===== src/rtl/rr_pkg.sv =====
// Shared grant-code definitions for the round-robin arbiter and its downstream burst mux.
// Holds the GRANT encoding, a decode helper and the burst-mux state encoding.
package rr_pkg;

  localparam logic [3:0] G_NONE = 4'd0;
  localparam logic [3:0] G_R0   = 4'd1;
  localparam logic [3:0] G_R1   = 4'd2;
  localparam logic [3:0] G_R2   = 4'd3;
  localparam logic [3:0] G_R3   = 4'd4;

  typedef enum logic [1:0] {
    ST_IDLE = 2'd0,
    ST_LOCK = 2'd1,
    ST_XFER = 2'd2,
    ST_REL  = 2'd3
  } state_t;

  typedef struct packed {
    logic       legal;
    logic [1:0] idx;
  } grant_dec_t;

  // G_NONE and codes 5..15 both decode as not legal; callers tell them apart.
  function automatic grant_dec_t grant_to_idx(input logic [3:0] code);
    grant_dec_t dec;
    dec.legal = 1'b0;
    dec.idx   = 2'd0;
    case (code)
      G_R0:    begin dec.legal = 1'b1; dec.idx = 2'd0; end
      G_R1:    begin dec.legal = 1'b1; dec.idx = 2'd1; end
      G_R2:    begin dec.legal = 1'b1; dec.idx = 2'd2; end
      G_R3:    begin dec.legal = 1'b1; dec.idx = 2'd3; end
      default: begin dec.legal = 1'b0; dec.idx = 2'd0; end
    endcase
    return dec;
  endfunction

endpackage


===== src/rtl/grant_burst_mux_beat_counter.sv =====
// Beat counter for one granted burst: cleared on lock, advanced per accepted beat.
// Width is sized so BURST_LEN-1 always fits and the count never wraps within a burst.
module beat_counter #(
  parameter int BURST_LEN = 4,
  parameter int CW        = $clog2(BURST_LEN + 1)
) (
  input  logic          clk,
  input  logic          rst,
  input  logic          clr,
  input  logic          inc,
  output logic [CW-1:0] count,
  output logic          is_last
);

  // Count register: reset and clear dominate the increment.
  always_ff @(posedge clk) begin
    if (rst) begin
      count <= '0;
    end else if (clr) begin
      count <= '0;
    end else if (inc) begin
      count <= count + CW'(1);
    end else begin
      count <= count;
    end
  end

  assign is_last = (count == CW'(BURST_LEN - 1));

endmodule


===== src/rtl/grant_burst_mux.sv =====
// Locks the arbiter's winner and moves a BURST_LEN-beat burst from it to one shared
// valid/ready output port, then pulses a one-cycle release back to that requester.
module grant_burst_mux
  import rr_pkg::*;
#(
  parameter int DW        = 8,
  parameter int BURST_LEN = 4
) (
  input  logic            clk,
  input  logic            RST,
  input  logic [3:0]      GRANT,
  input  logic [4*DW-1:0] DATA_IN,
  input  logic [3:0]      VALID_IN,
  output logic [3:0]      READY_IN,
  output logic [DW-1:0]   OUT_DATA,
  output logic            OUT_VALID,
  output logic            OUT_LAST,
  input  logic            OUT_READY,
  output logic [1:0]      OWNER,
  output logic            BUSY,
  output logic [3:0]      REL,
  output logic            ERR
);

  localparam int CW = $clog2(BURST_LEN + 1);

  state_t        state;
  grant_dec_t    gdec;
  logic [CW-1:0] count;
  logic          is_last;
  logic          cnt_clr;
  logic          fire;

  assign gdec    = grant_to_idx(GRANT);
  assign cnt_clr = (state == ST_IDLE) && gdec.legal;
  assign fire    = OUT_VALID && OUT_READY;

  beat_counter #(
    .BURST_LEN (BURST_LEN),
    .CW        (CW)
  ) u_beat_counter (
    .clk     (clk),
    .rst     (RST),
    .clr     (cnt_clr),
    .inc     (fire),
    .count   (count),
    .is_last (is_last)
  );

  // Owner data path: only live in XFER; the owner stays steered even with VALID low.
  always_comb begin
    OUT_DATA  = '0;
    OUT_VALID = 1'b0;
    OUT_LAST  = 1'b0;
    READY_IN  = 4'b0000;
    if (state == ST_XFER) begin
      OUT_DATA        = DATA_IN[OWNER*DW +: DW];
      OUT_VALID       = VALID_IN[OWNER];
      OUT_LAST        = VALID_IN[OWNER] && is_last;
      READY_IN[OWNER] = OUT_READY;
    end else begin
      OUT_DATA  = '0;
      OUT_VALID = 1'b0;
      OUT_LAST  = 1'b0;
      READY_IN  = 4'b0000;
    end
  end

  // Burst control FSM; GRANT is only looked at in IDLE.
  always_ff @(posedge clk) begin
    if (RST) begin
      state <= ST_IDLE;
      OWNER <= 2'd0;
      BUSY  <= 1'b0;
      REL   <= 4'b0000;
      ERR   <= 1'b0;
    end else begin
      case (state)
        ST_IDLE: begin
          REL <= 4'b0000;
          if (gdec.legal) begin
            OWNER <= gdec.idx;
            BUSY  <= 1'b1;
            state <= ST_LOCK;
          end else if (GRANT != G_NONE) begin
            ERR <= 1'b1;
          end
        end
        ST_LOCK: begin
          state <= ST_XFER;
        end
        ST_XFER: begin
          if (fire && is_last) begin
            BUSY  <= 1'b0;
            REL   <= 4'b0001 << OWNER;
            state <= ST_REL;
          end
        end
        ST_REL: begin
          REL   <= 4'b0000;
          state <= ST_IDLE;
        end
        default: begin
          BUSY  <= 1'b0;
          REL   <= 4'b0000;
          state <= ST_IDLE;
        end
      endcase
    end
  end

endmodule

===== config.mk =====
export PLATFORM = sky130hd
export DESIGN_NAME = grant_burst_mux
export DESIGN_NICKNAME = d
export VERILOG_FILES = /design/src/rtl/rr_pkg.sv /design/src/rtl/grant_burst_mux_beat_counter.sv /design/src/rtl/grant_burst_mux.sv
export SDC_FILE = /design/constraint.sdc
export NUM_CORES = 1
export LEC_CHECK = 0
export CAP_MARGIN = 0
export CORE_MARGIN = 2
export CORE_UTILIZATION = 37
export CTS_BUF_LIST = sky130_fd_sc_hd__clkbuf_2 sky130_fd_sc_hd__clkbuf_4 sky130_fd_sc_hd__clkbuf_8
export CTS_CLUSTER_SIZE = 28
export DETAILED_ROUTE_END_ITERATION = 12
export GPL_TIMING_DRIVEN = 0
export PLACE_DENSITY = 0.86
export SETUP_SLACK_MARGIN = 0.2
export SKIP_LAST_GASP = 1
export SLEW_MARGIN = 20
export SYNTH_ARGS = -nofsm -noshare
export SYNTH_HDL_FRONTEND = slang
export SYNTH_SLANG_ARGS = --single-unit
export TNS_END_PERCENT = 20

===== constraint.sdc =====
create_clock -name clk -period 2.6 [get_ports clk]
set_clock_uncertainty 0.05 [all_clocks]
set_input_delay 0.78 -clock clk [delete_from_list [all_inputs] [get_ports clk]]
set_output_delay 0.78 -clock clk [all_outputs]
set_load 0.03 [all_outputs]

==> impl_metrics.env, run 1 <==
export IMPL_io_buffer_count=63
export IMPL_synth_cells=107
export IMPL_worstHoldPathCells=2
export IMPL_place_worst_setup_slack_ns=-0.769
export IMPL_wl_per_cell_um=16.6
export IMPL_hold_class="flip-flop to flip-flop"
export IMPL_cp_arrival_ns=1.72
export IMPL_ys_warn_count=0
export IMPL_drtIter0Drc=51
export IMPL_syn_mean_instance_area_sq_um=9.48
export IMPL_fp_dieArea_sq_um=3180
export IMPL_period_share_pct=98.0
export IMPL_drive_gt1_share_pct=39.4
export IMPL_setup_violations_final=0
export IMPL_grt_pass1_wl_um=5410
export IMPL_pin_count=65
export IMPL_drv_slew=0
export IMPL_setup_ws_ns=0.0528
export IMPL_power_leakage_uw=0.000724
export IMPL_wirelength_um=3480
export IMPL_place_congestion=0.748
export IMPL_synth_top_area_share_pct=25.6
export IMPL_max_clock_freq_ghz=0.393
export IMPL_async_reset_ff_share_pct=0
export IMPL_dr_pass1_iters=4
export IMPL_grt_overflow=0
export IMPL_drc=0
export IMPL_use_met3_pct=3.92
export IMPL_p_sw_share_pct=42.0
export IMPL_grt_max_degree=11
export IMPL_detail_route_vias_per_cell=5.39
export IMPL_combPwrFrac_pct=64.1
export IMPL_cp_start_kind="input pin"
export IMPL_hpwl_um=2600
export IMPL_final_nets=229
export IMPL_yosysUniqueCellTypes=34
export IMPL_synth_ff_type="dfxtp_1"
export IMPL_rsz0062_at_grt="true"
export IMPL_hold_viol_final=0
export IMPL_seqPwrFrac_pct=23.7
export IMPL_switchingPower_uw=435
export IMPL_synth_area_sq_um=1010
export IMPL_clockPowerShare_pct=12.2
export IMPL_grt_busiest_layer="met2"
export IMPL_cts_sinks=13
export IMPL_outcome="completed"
export IMPL_postCtsHoldBufs=0
export IMPL_synthToLayoutAreaGrowth_pct=74.7
export IMPL_track_usage_pct=21.0
export IMPL_power_density_nw_per_um2=585
export IMPL_numCtsBuffers=3
export IMPL_yosys_register_bits=13
export IMPL_die_x_um=56.4
export IMPL_syn_nets=155
export IMPL_critPathCaptureType="output port"
export IMPL_diodes=0
export IMPL_synth_seq_area_share_pct=25.6
export IMPL_crit_fanout=3
export IMPL_maxCapViolCount=0
export IMPL_reg2reg_depth=6
export IMPL_cts_tree="done"
export IMPL_p_int_uw=602
export IMPL_root_buffer="clkbuf_4"
export IMPL_period_minus_slack_ns=2.55
export IMPL_tightest_slew_ns=0.407
export IMPL_clk_pin_slew_ns=0.09
export IMPL_core_area_sq_um=2540
export IMPL_antenna_found_initial=0
export IMPL_synth_edf_count=0
export IMPL_htreeDepth=1
export IMPL_grt_pass1_vias=1108
export IMPL_rows=18
export IMPL_yosysTopAreaCell="dfxtp_1"
export IMPL_use_met2_pct=39.5
export IMPL_ant_nets=0
export IMPL_slew_headroom_pct=72.6
export IMPL_use_met1_pct=24.6
export IMPL_power_uw=1040
export IMPL_ys_top_cells_by_area="dfxtp_1 26%, mux4_1 13%, mux4_2 8.9%, ha_1 6.2%, and2_1 4.9%"
export IMPL_vias=1131
export IMPL_fp_dieH_um=56.4
export IMPL_tns_ns=0
export IMPL_worstPathRequired_ns=1.77
export IMPL_ir_drop_uv=486
export IMPL_criticalPathCategory="input pin to output port"
export IMPL_clock_latency_ns=0.28
export IMPL_ctsLongestPathBuffers=2
export IMPL_start_util_pct=39.9
-- power groups by stage --
stage	sequential, uW	combinational [uW]	clock [uW]
final	246	664	127
after global routing	248	708	136
after CTS	243	639	129
after detailed placement	247	586	0
after global placement	246	564	0
after floorplan	270	345	0
-- state kept, by name, indices dropped and copies added (netlist names) --
register	flops
REL	4
u_beat_counter.count	3
OWNER	2
state	2
BUSY	1
ERR	1
-- layout make-up --
type	instances	area [sq um]
buffer	6	65.1
clock buffer	3	22.5
clock inverter	1	5.00
fill	193	772
inverter	7	26.3
multi-input combinational	81	717
sequential	13	262
tap	30	37.5
timing repair buffer	69	638
-- cell families (layout without fill, tap and decap cells) --
group                      count (synthesis)  in the layout  share of synthesized area [%]
AOI/OAI and AO/OA                         19             19                           12.5
adders and majority gates                  5              5                           6.17
muxes                                     13             13                           25.8
DFF                                       13             13                           25.6
buffers and inverters                     13             86                           5.80
and+or+nand+nor                           42             42                           22.4
xor gates and xnor gates                   2              2                           1.73
-- cells in the final DEF, fill, tap and decap left out, types with 2 or more instances in the layout --
cell | netlist | layout
clkdlybuf4s15_1 | 0 | 22
buf_6 | 1 | 14
dfxtp_1 | 13 | 12
clkdlybuf4s50_1 | 0 | 12
buf_4 | 0 | 10
mux4_2 | 4 | 9
and2_4 | 0 | 8
buf_2 | 2 | 7
inv_1 | 7 | 6
nand2_1 | 7 | 6
nor2_1 | 6 | 6
a21oi_1 | 6 | 6
clkbuf_4 | 0 | 4
mux2i_1 | 4 | 4
o2bb2ai_1 | 4 | 4
ha_1 | 5 | 4
clkbuf_2 | 0 | 4
nand3_1 | 3 | 3
nand2b_1 | 3 | 3
o21ai_0 | 3 | 3
nor3_1 | 5 | 3
buf_12 | 0 | 2
nand2_2 | 1 | 2
nor3_2 | 0 | 2
or3_1 | 2 | 2
or2_2 | 2 | 2
xor2_1 | 2 | 2
-- Yosys cell counts, types with 2 or more instances --
cell,number
a21oi_1,6
and2_1,8
buf_2,2
clkbuf_1,2
dfxtp_1,13
ha_1,5
inv_1,7
mux2i_1,4
mux4_1,5
mux4_2,4
nand2_1,7
nand2b_1,3
nand3_1,3
nor2_1,6
nor3_1,5
o21ai_0,3
o2bb2ai_1,4
or2_2,2
or3_1,2
xor2_1,2
-- metrics by stage --
stage,instances,utilization (%),cell area (sq um),hold slack (ns)
2_1_floorplan,107,-,1030,0.383
3_3_place_gp,200,66.6,1690,0.385
3_5_place_dp,200,66.6,1690,0.401
4_1_cts,207,68.4,1740,0.414
5_1_grt,210,69.7,1770,0.436
6_report,210,69.7,1770,0.410
-- repair_timing --
action,CTS,global route
cloned,0,0
resized for setup,206,14
setup endpoints to repair,14,14
pin swaps,2,5
setup buffers,3,3
-- routing by layer --
metal  wire (um)  share of wire (%)  vias up
met1        1470                 42      533
met3         228                6.5        4
li1            -                  -      539
met2        1770                 51       55
met5           0                  0        -
met4          18               0.52        0
-- critical path: stages --
cell and delay, ns:
buf_2 0.11, mux4_2 0.50, and3_4 0.20, buf_6 0.13
-- worst paths after layout --
path,start,endpoint,slack (ns)
min reg2reg,ERR,ERR,0.41
min,ERR,ERR,0.41
max,VALID_IN[1],OUT_LAST,0.05
max reg2reg,OWNER[0],REL[0],0.74
No activity file was read; power rests on OpenSTA's default activity.
==> inputs of run 2 (changes only) <==
--- a/config.mk
+++ b/config.mk
@@ -7,12 +7,12 @@
 export LEC_CHECK = 0
 export CAP_MARGIN = 0
 export CORE_MARGIN = 2
-export CORE_UTILIZATION = 37
+export CORE_UTILIZATION = 34
 export CTS_BUF_LIST = sky130_fd_sc_hd__clkbuf_2 sky130_fd_sc_hd__clkbuf_4 sky130_fd_sc_hd__clkbuf_8
 export CTS_CLUSTER_SIZE = 28
 export DETAILED_ROUTE_END_ITERATION = 12
 export GPL_TIMING_DRIVEN = 0
-export PLACE_DENSITY = 0.86
+export PLACE_DENSITY = 0.83
 export SETUP_SLACK_MARGIN = 0.2
 export SKIP_LAST_GASP = 1
 export SLEW_MARGIN = 20
==> constraint.sdc (replaced) <==
create_clock -name clk -period 2.3 [get_ports clk]
set_clock_uncertainty 0.05 [all_clocks]
set_input_delay 0.69 -clock clk [delete_from_list [all_inputs] [get_ports clk]]
set_output_delay 0.69 -clock clk [all_outputs]
set_load 0.03 [all_outputs]
==> run 2 against run 1 <==
Setup slack worse by 0.17 ns. Count of clock-buffer cells in the layout increased by 1. Sequential share of layout area is 0.22 points lower. Highest routed layer unchanged. Die area is 8.2% higher. The run now ends with DRC, setup timing left. Cell area is 3.0% higher. Routed wire length is 3.8% lower. First-iteration DRC count shrank 18%. Final cell count is 0.48% higher. Total power rose by 19%. Combinational power up 20%.
==> impl_metrics.env, run 2 (same netlist as run 1, synthesis figures left out) <==
export IMPL_outcome="finished with violations"
export IMPL_failed_checks="DRC, setup timing"
export IMPL_worstPathRequired_ns=1.56
export IMPL_final_cell_mix="28 x dlygate4sd2_1, 12 x buf_6, 12 x clkdlybuf4s50_1"
export IMPL_reg_largest_list="REL (4), u_beat_counter.count (3)"
export IMPL_place_congestion=0.736
export IMPL_largest_register="REL"
export IMPL_largest_reg_flops=4
export IMPL_ant_nets=0
export IMPL_die_x_um=58.6
export IMPL_finalNonFillerCells=211
export IMPL_htreeDepth=1
export IMPL_hold_class="flip-flop to flip-flop"
export IMPL_dpl_cell_count=201
export IMPL_root_buffer="clkbuf_4"
export IMPL_cts_tree="done"
export IMPL_clk_pin_slew_ns=0.08
export IMPL_synthToLayoutAreaGrowth_pct=79.9
export IMPL_antenna_found_initial=0
export IMPL_wirelength_um=3350
export IMPL_numCtsBuffers=3
export IMPL_ir_drop_uv=358
export IMPL_vias=1129
export IMPL_pin_count=65
export IMPL_drc=10
export IMPL_drtIter0Drc=42
export IMPL_max_clock_freq_ghz=0.414
export IMPL_maxCapViolCount=0
export IMPL_setup_violations_final=10
export IMPL_slew_headroom_pct=72.1
export IMPL_detail_route_vias_per_cell=5.35
export IMPL_power_uw=1230
export IMPL_dr_pass1_iters=8
export IMPL_r2r_start="OWNER[0]"
export IMPL_track_usage_pct=19.6
export IMPL_drive_gt1_share_pct=38.3
export IMPL_final_nets=229
export IMPL_io_buffer_count=63
export IMPL_n_fill_cell=217
export IMPL_period_minus_slack_ns=2.41
export IMPL_grt_max_degree=11
export IMPL_criticalPathCategory="input pin to output port"
export IMPL_power_density_nw_per_um2=674
export IMPL_final_common_cell="dlygate4sd2_1"
export IMPL_cp_arrival_ns=1.67
export IMPL_fp_dieArea_sq_um=3440
export IMPL_clock_latency_ns=0.28
export IMPL_power_leakage_uw=0.000764
export IMPL_hp_start="ERR"
export IMPL_diodes=0
export IMPL_ctsLongestPathBuffers=2
export IMPL_hold_viol_final=0
export IMPL_grt_overflow=0
export IMPL_rsz0062_at_grt="true"
export IMPL_critPathCaptureType="output port"
export IMPL_drv_slew=0
export IMPL_rows=19
export IMPL_ff_latch_area_sq_um=265
export IMPL_wl_per_cell_um=15.9
export IMPL_postCtsHoldBufs=0
export IMPL_fp_dieH_um=58.6
export IMPL_cp_start_kind="input pin"
export IMPL_core_area_sq_um=2810
export IMPL_crit_start="DATA_IN[31]"
export IMPL_tightest_slew_ns=0.415
export IMPL_grt_pass1_wl_um=5130
export IMPL_hpwl_um=2590
export IMPL_post_route_util_pct=65.1
export IMPL_crit_fanout=1
export IMPL_start_util_pct=36.2
export IMPL_period_share_pct=105
export IMPL_grt_pass1_vias=1088
export IMPL_multi_input_area_sq_um=743
export IMPL_cts_sinks=13
export IMPL_setup_ws_ns=-0.114
-- run 2: where the power goes --
group / total [uW] / internal, uW / switching (uW)
logic: 796 / 390 / 405
clock network: 153 / 79.1 / 74.0
registers: 281 / 258 / 23.0
total: 1230 / 728 / 502
-- run 2: area by class of cell --
cell class,instances,share of cell area [%]
inverter,7,1.44
timing repair buffer,69,35.3
buffer,6,4.25
tap,31,2.12
sequential,13,14.5
clock buffer,4,1.64
multi-input combinational,81,40.7
-- run 2: worst max-delay path, cell delays in order --
cell,delay (ns)
dlygate4sd2_1,0.23
mux4_2,0.47
and2_4,0.15
buf_6,0.13
-- run 2: worst paths after layout --
check,end,depth (start not counted),slack [ns]
setup / recovery,OUT_DATA[7],4,-0.11
hold / removal,ERR,2,0.40
setup reg to reg,state[0],8,0.38
hold reg to reg,ERR,2,0.40
-- run 2: through the flow --
step | hold WS (ns) | instance area, sq um | setup TNS, ns | setup WS (ns)
final | 0.400 | 1830 | -0.898 | -0.114
after global routing | 0.431 | 1830 | -1.23 | -0.152
after CTS | 0.407 | 1770 | -1.19 | -0.112
after detailed placement | 0.394 | 1720 | -10.98 | -0.877
after global placement | 0.384 | 1720 | -10.63 | -0.872
after floorplan | 0.383 | 1050 | 0 | 0.101
-- run 2: repair_timing --
| action | in CTS | in global routing |
|---|---|---|
| buffers inserted | 3 | 2 |
| gates resized for setup | 163 | 26 |
| gates cloned | 1 | 0 |
| endpoints found under the setup margin | 15 | 18 |
| pin swaps | 10 | 2 |
-- run 2: per-layer routing --
layer | up-vias | wire length [um] | track usage, %
li1 | 538 | - | -
met1 | 528 | 1230 | 22.1
met2 | 56 | 1700 | 35.8
met3 | 7 | 352 | 4.18
met4 | 0 | 65 | 7.79
met5 | - | 0 | 0
==> inputs of run 3 (changes only) <==
--- a/config.mk
+++ b/config.mk
@@ -6,7 +6,7 @@
 export NUM_CORES = 1
 export LEC_CHECK = 0
 export CAP_MARGIN = 0
-export CORE_MARGIN = 2
+export CORE_MARGIN = 3
 export CORE_UTILIZATION = 34
 export CTS_BUF_LIST = sky130_fd_sc_hd__clkbuf_2 sky130_fd_sc_hd__clkbuf_4 sky130_fd_sc_hd__clkbuf_8
 export CTS_CLUSTER_SIZE = 28
@@ -14,7 +14,6 @@
 export GPL_TIMING_DRIVEN = 0
 export PLACE_DENSITY = 0.83
 export SETUP_SLACK_MARGIN = 0.2
-export SKIP_LAST_GASP = 1
 export SLEW_MARGIN = 20
 export SYNTH_ARGS = -nofsm -noshare
 export SYNTH_HDL_FRONTEND = slang
==> run 3 against run 2 <==
Critical path depth increased by 1. The flow finishes with violations (setup timing). Critical path type is now flip-flop to output port. Largest cell class unchanged. Count of clock-buffer cells in the layout unchanged. Critical endpoint is now OUT_DATA[3]. Global-route usage decreased by 1.1 points.
==> impl_metrics.env, run 3 (same netlist as run 1, synthesis figures left out) <==
export IMPL_outcome="finished with violations"
export IMPL_failed_checks="setup timing"
export IMPL_synthToLayoutAreaGrowth_pct=81.8
export IMPL_diodes=0
export IMPL_hold_class="flip-flop to flip-flop"
export IMPL_maxCapViolCount=0
export IMPL_wl_per_cell_um=16.9
export IMPL_place_congestion=0.732
export IMPL_postCtsHoldBufs=0
export IMPL_n_fill_cell=224
export IMPL_criticalPathCategory="flip-flop to output port"
export IMPL_core_area_sq_um=2810
export IMPL_r2r_start="OWNER[0]"
export IMPL_power_leakage_uw=0.000788
export IMPL_vias=1136
export IMPL_ctsLongestPathBuffers=2
export IMPL_cts_sinks=13
export IMPL_fp_dieH_um=60.6
export IMPL_setup_ws_ns=-0.0959
export IMPL_clock_latency_ns=0.27
export IMPL_die_x_um=60.6
export IMPL_dr_pass1_iters=4
export IMPL_r2r_end="REL[0]"
export IMPL_drv_slew=0
export IMPL_hpwl_um=2630
export IMPL_max_clock_freq_ghz=0.417
export IMPL_crit_start="OWNER[0]"
export IMPL_period_minus_slack_ns=2.40
export IMPL_power_density_nw_per_um2=665
export IMPL_grt_pass1_vias=1116
export IMPL_grt_overflow=0
export IMPL_worstPathRequired_ns=1.56
export IMPL_largest_register="REL"
export IMPL_drive_gt1_share_pct=44.1
export IMPL_pin_count=65
export IMPL_antenna_found_initial=0
export IMPL_ir_drop_uv=441
export IMPL_ff_latch_area_sq_um=267
export IMPL_setup_violations_final=8
export IMPL_start_util_pct=36.2
export IMPL_cp_slowest_cell="mux4_2"
export IMPL_numCtsBuffers=3
export IMPL_track_usage_pct=18.5
export IMPL_cp_start_kind="flip-flop"
export IMPL_rsz0062_at_grt="true"
export IMPL_hold_viol_final=0
export IMPL_root_buffer="clkbuf_4"
export IMPL_drc=0
export IMPL_rows=19
export IMPL_worstSetupEndpoint="OUT_DATA[3]"
export IMPL_final_common_cell="buf_2"
export IMPL_htreeDepth=1
export IMPL_clk_pin_slew_ns=0.08
export IMPL_cp_arrival_ns=1.66
export IMPL_power_uw=1230
export IMPL_worstPathCellList="buf_12 > buf_16 > mux4_2 > and2_4 > buf_6"
export IMPL_slew_headroom_pct=75.7
export IMPL_fp_dieArea_sq_um=3680
export IMPL_cpPeakStageDelay_ns=0.50
export IMPL_multi_input_area_sq_um=758
export IMPL_period_share_pct=104
export IMPL_reg_largest_list="REL (4), u_beat_counter.count (3)"
export IMPL_tns_ns=-0.562
export IMPL_post_route_util_pct=65.7
export IMPL_ant_nets=0
export IMPL_reg2reg_slack_ns=0.49
export IMPL_final_nets=228
export IMPL_cts_tree="done"
export IMPL_tightest_slew_ns=0.364
export IMPL_detail_route_vias_per_cell=5.41
export IMPL_grt_pass1_wl_um=5150
export IMPL_io_buffer_count=63
export IMPL_final_cell_mix="16 x buf_2, 14 x clkdlybuf4s15_1, 12 x buf_6"
export IMPL_reg2reg_depth=8
export IMPL_wirelength_um=3540
export IMPL_crit_fanout=4
export IMPL_grt_max_degree=11
export IMPL_critPathCaptureType="output port"
export IMPL_drtIter0Drc=27
export IMPL_largest_reg_flops=4
## run 3: cell types whose count changed in the layout (fill, tap and decap cells not counted), sizes merged
cell and delta:
buf +11, clkbuf -4, clkdlybuf4s15 +13, clkdlybuf4s50 -2, dlygate4sd2 -21, dlymetal6s2s +2
## run 3: power breakdown
group          switching (uW)  leakage (uW)  internal, uW  total (uW)
Sequential               23.9      0.000107           260         284
Clock                    68.0     0.0000184          79.0         147
Combinational             406      0.000662           389         795
## run 3: final cells by class
cell class | count | share of cell area [%]
inverter | 7 | 1.42
clock buffer | 4 | 1.63
sequential | 13 | 14.5
buffer | 6 | 4.88
multi-input combinational | 81 | 41.1
timing repair buffer | 68 | 34.4
tap | 31 | 2.10
## run 3: what timing repair did
item / CTS / global route
pin swaps: 10 / 5
cloned: 1 / 0
gates resized for setup: 213 / 13
buffers inserted: 3 / 1
setup endpoints to repair: 14 / 17
## run 3: worst min-delay path by stage
stage,startpoint,end,slack [ns],cells after the start
floorplan,u_beat_counter.count[2],u_beat_counter.count[2],0.38,2
global placement,ERR,ERR,0.39,2
detailed placement,u_beat_counter.count[2],u_beat_counter.count[2],0.39,2
CTS,u_beat_counter.count[2],u_beat_counter.count[2],0.41,2
global route,ERR,ERR,0.42,2
finish,u_beat_counter.count[2],u_beat_counter.count[2],0.40,2
## run 3: per-layer routing
layer  track usage [%]  wire length [um]
met5                 0                 0
met4              7.74                75
met2              33.9              1770
met1              19.4              1250
met3              5.74               443
## run 3: critical path, delay by kind of cell (launching register included)
| kind | cells | cell delay [ns] |
|---|---|---|
| muxes | 1 | 0.50 |
| DFF | 1 | 0.38 |
| and+or+nand+nor | 1 | 0.16 |
| buffers and inverters | 3 | 0.34 |
## run 3: through the flow
stage	cell area, sq um	hold slack (ns)	setup slack [ns]	std cells
6_report	1840	0.401	-0.0959	210
2_1_floorplan	1050	0.383	0.101	107
5_1_grt	1840	0.420	-0.146	210
4_1_cts	1790	0.406	-0.109	209
3_5_place_dp	1720	0.395	-0.902	201
3_3_place_gp	1720	0.385	-0.891	201
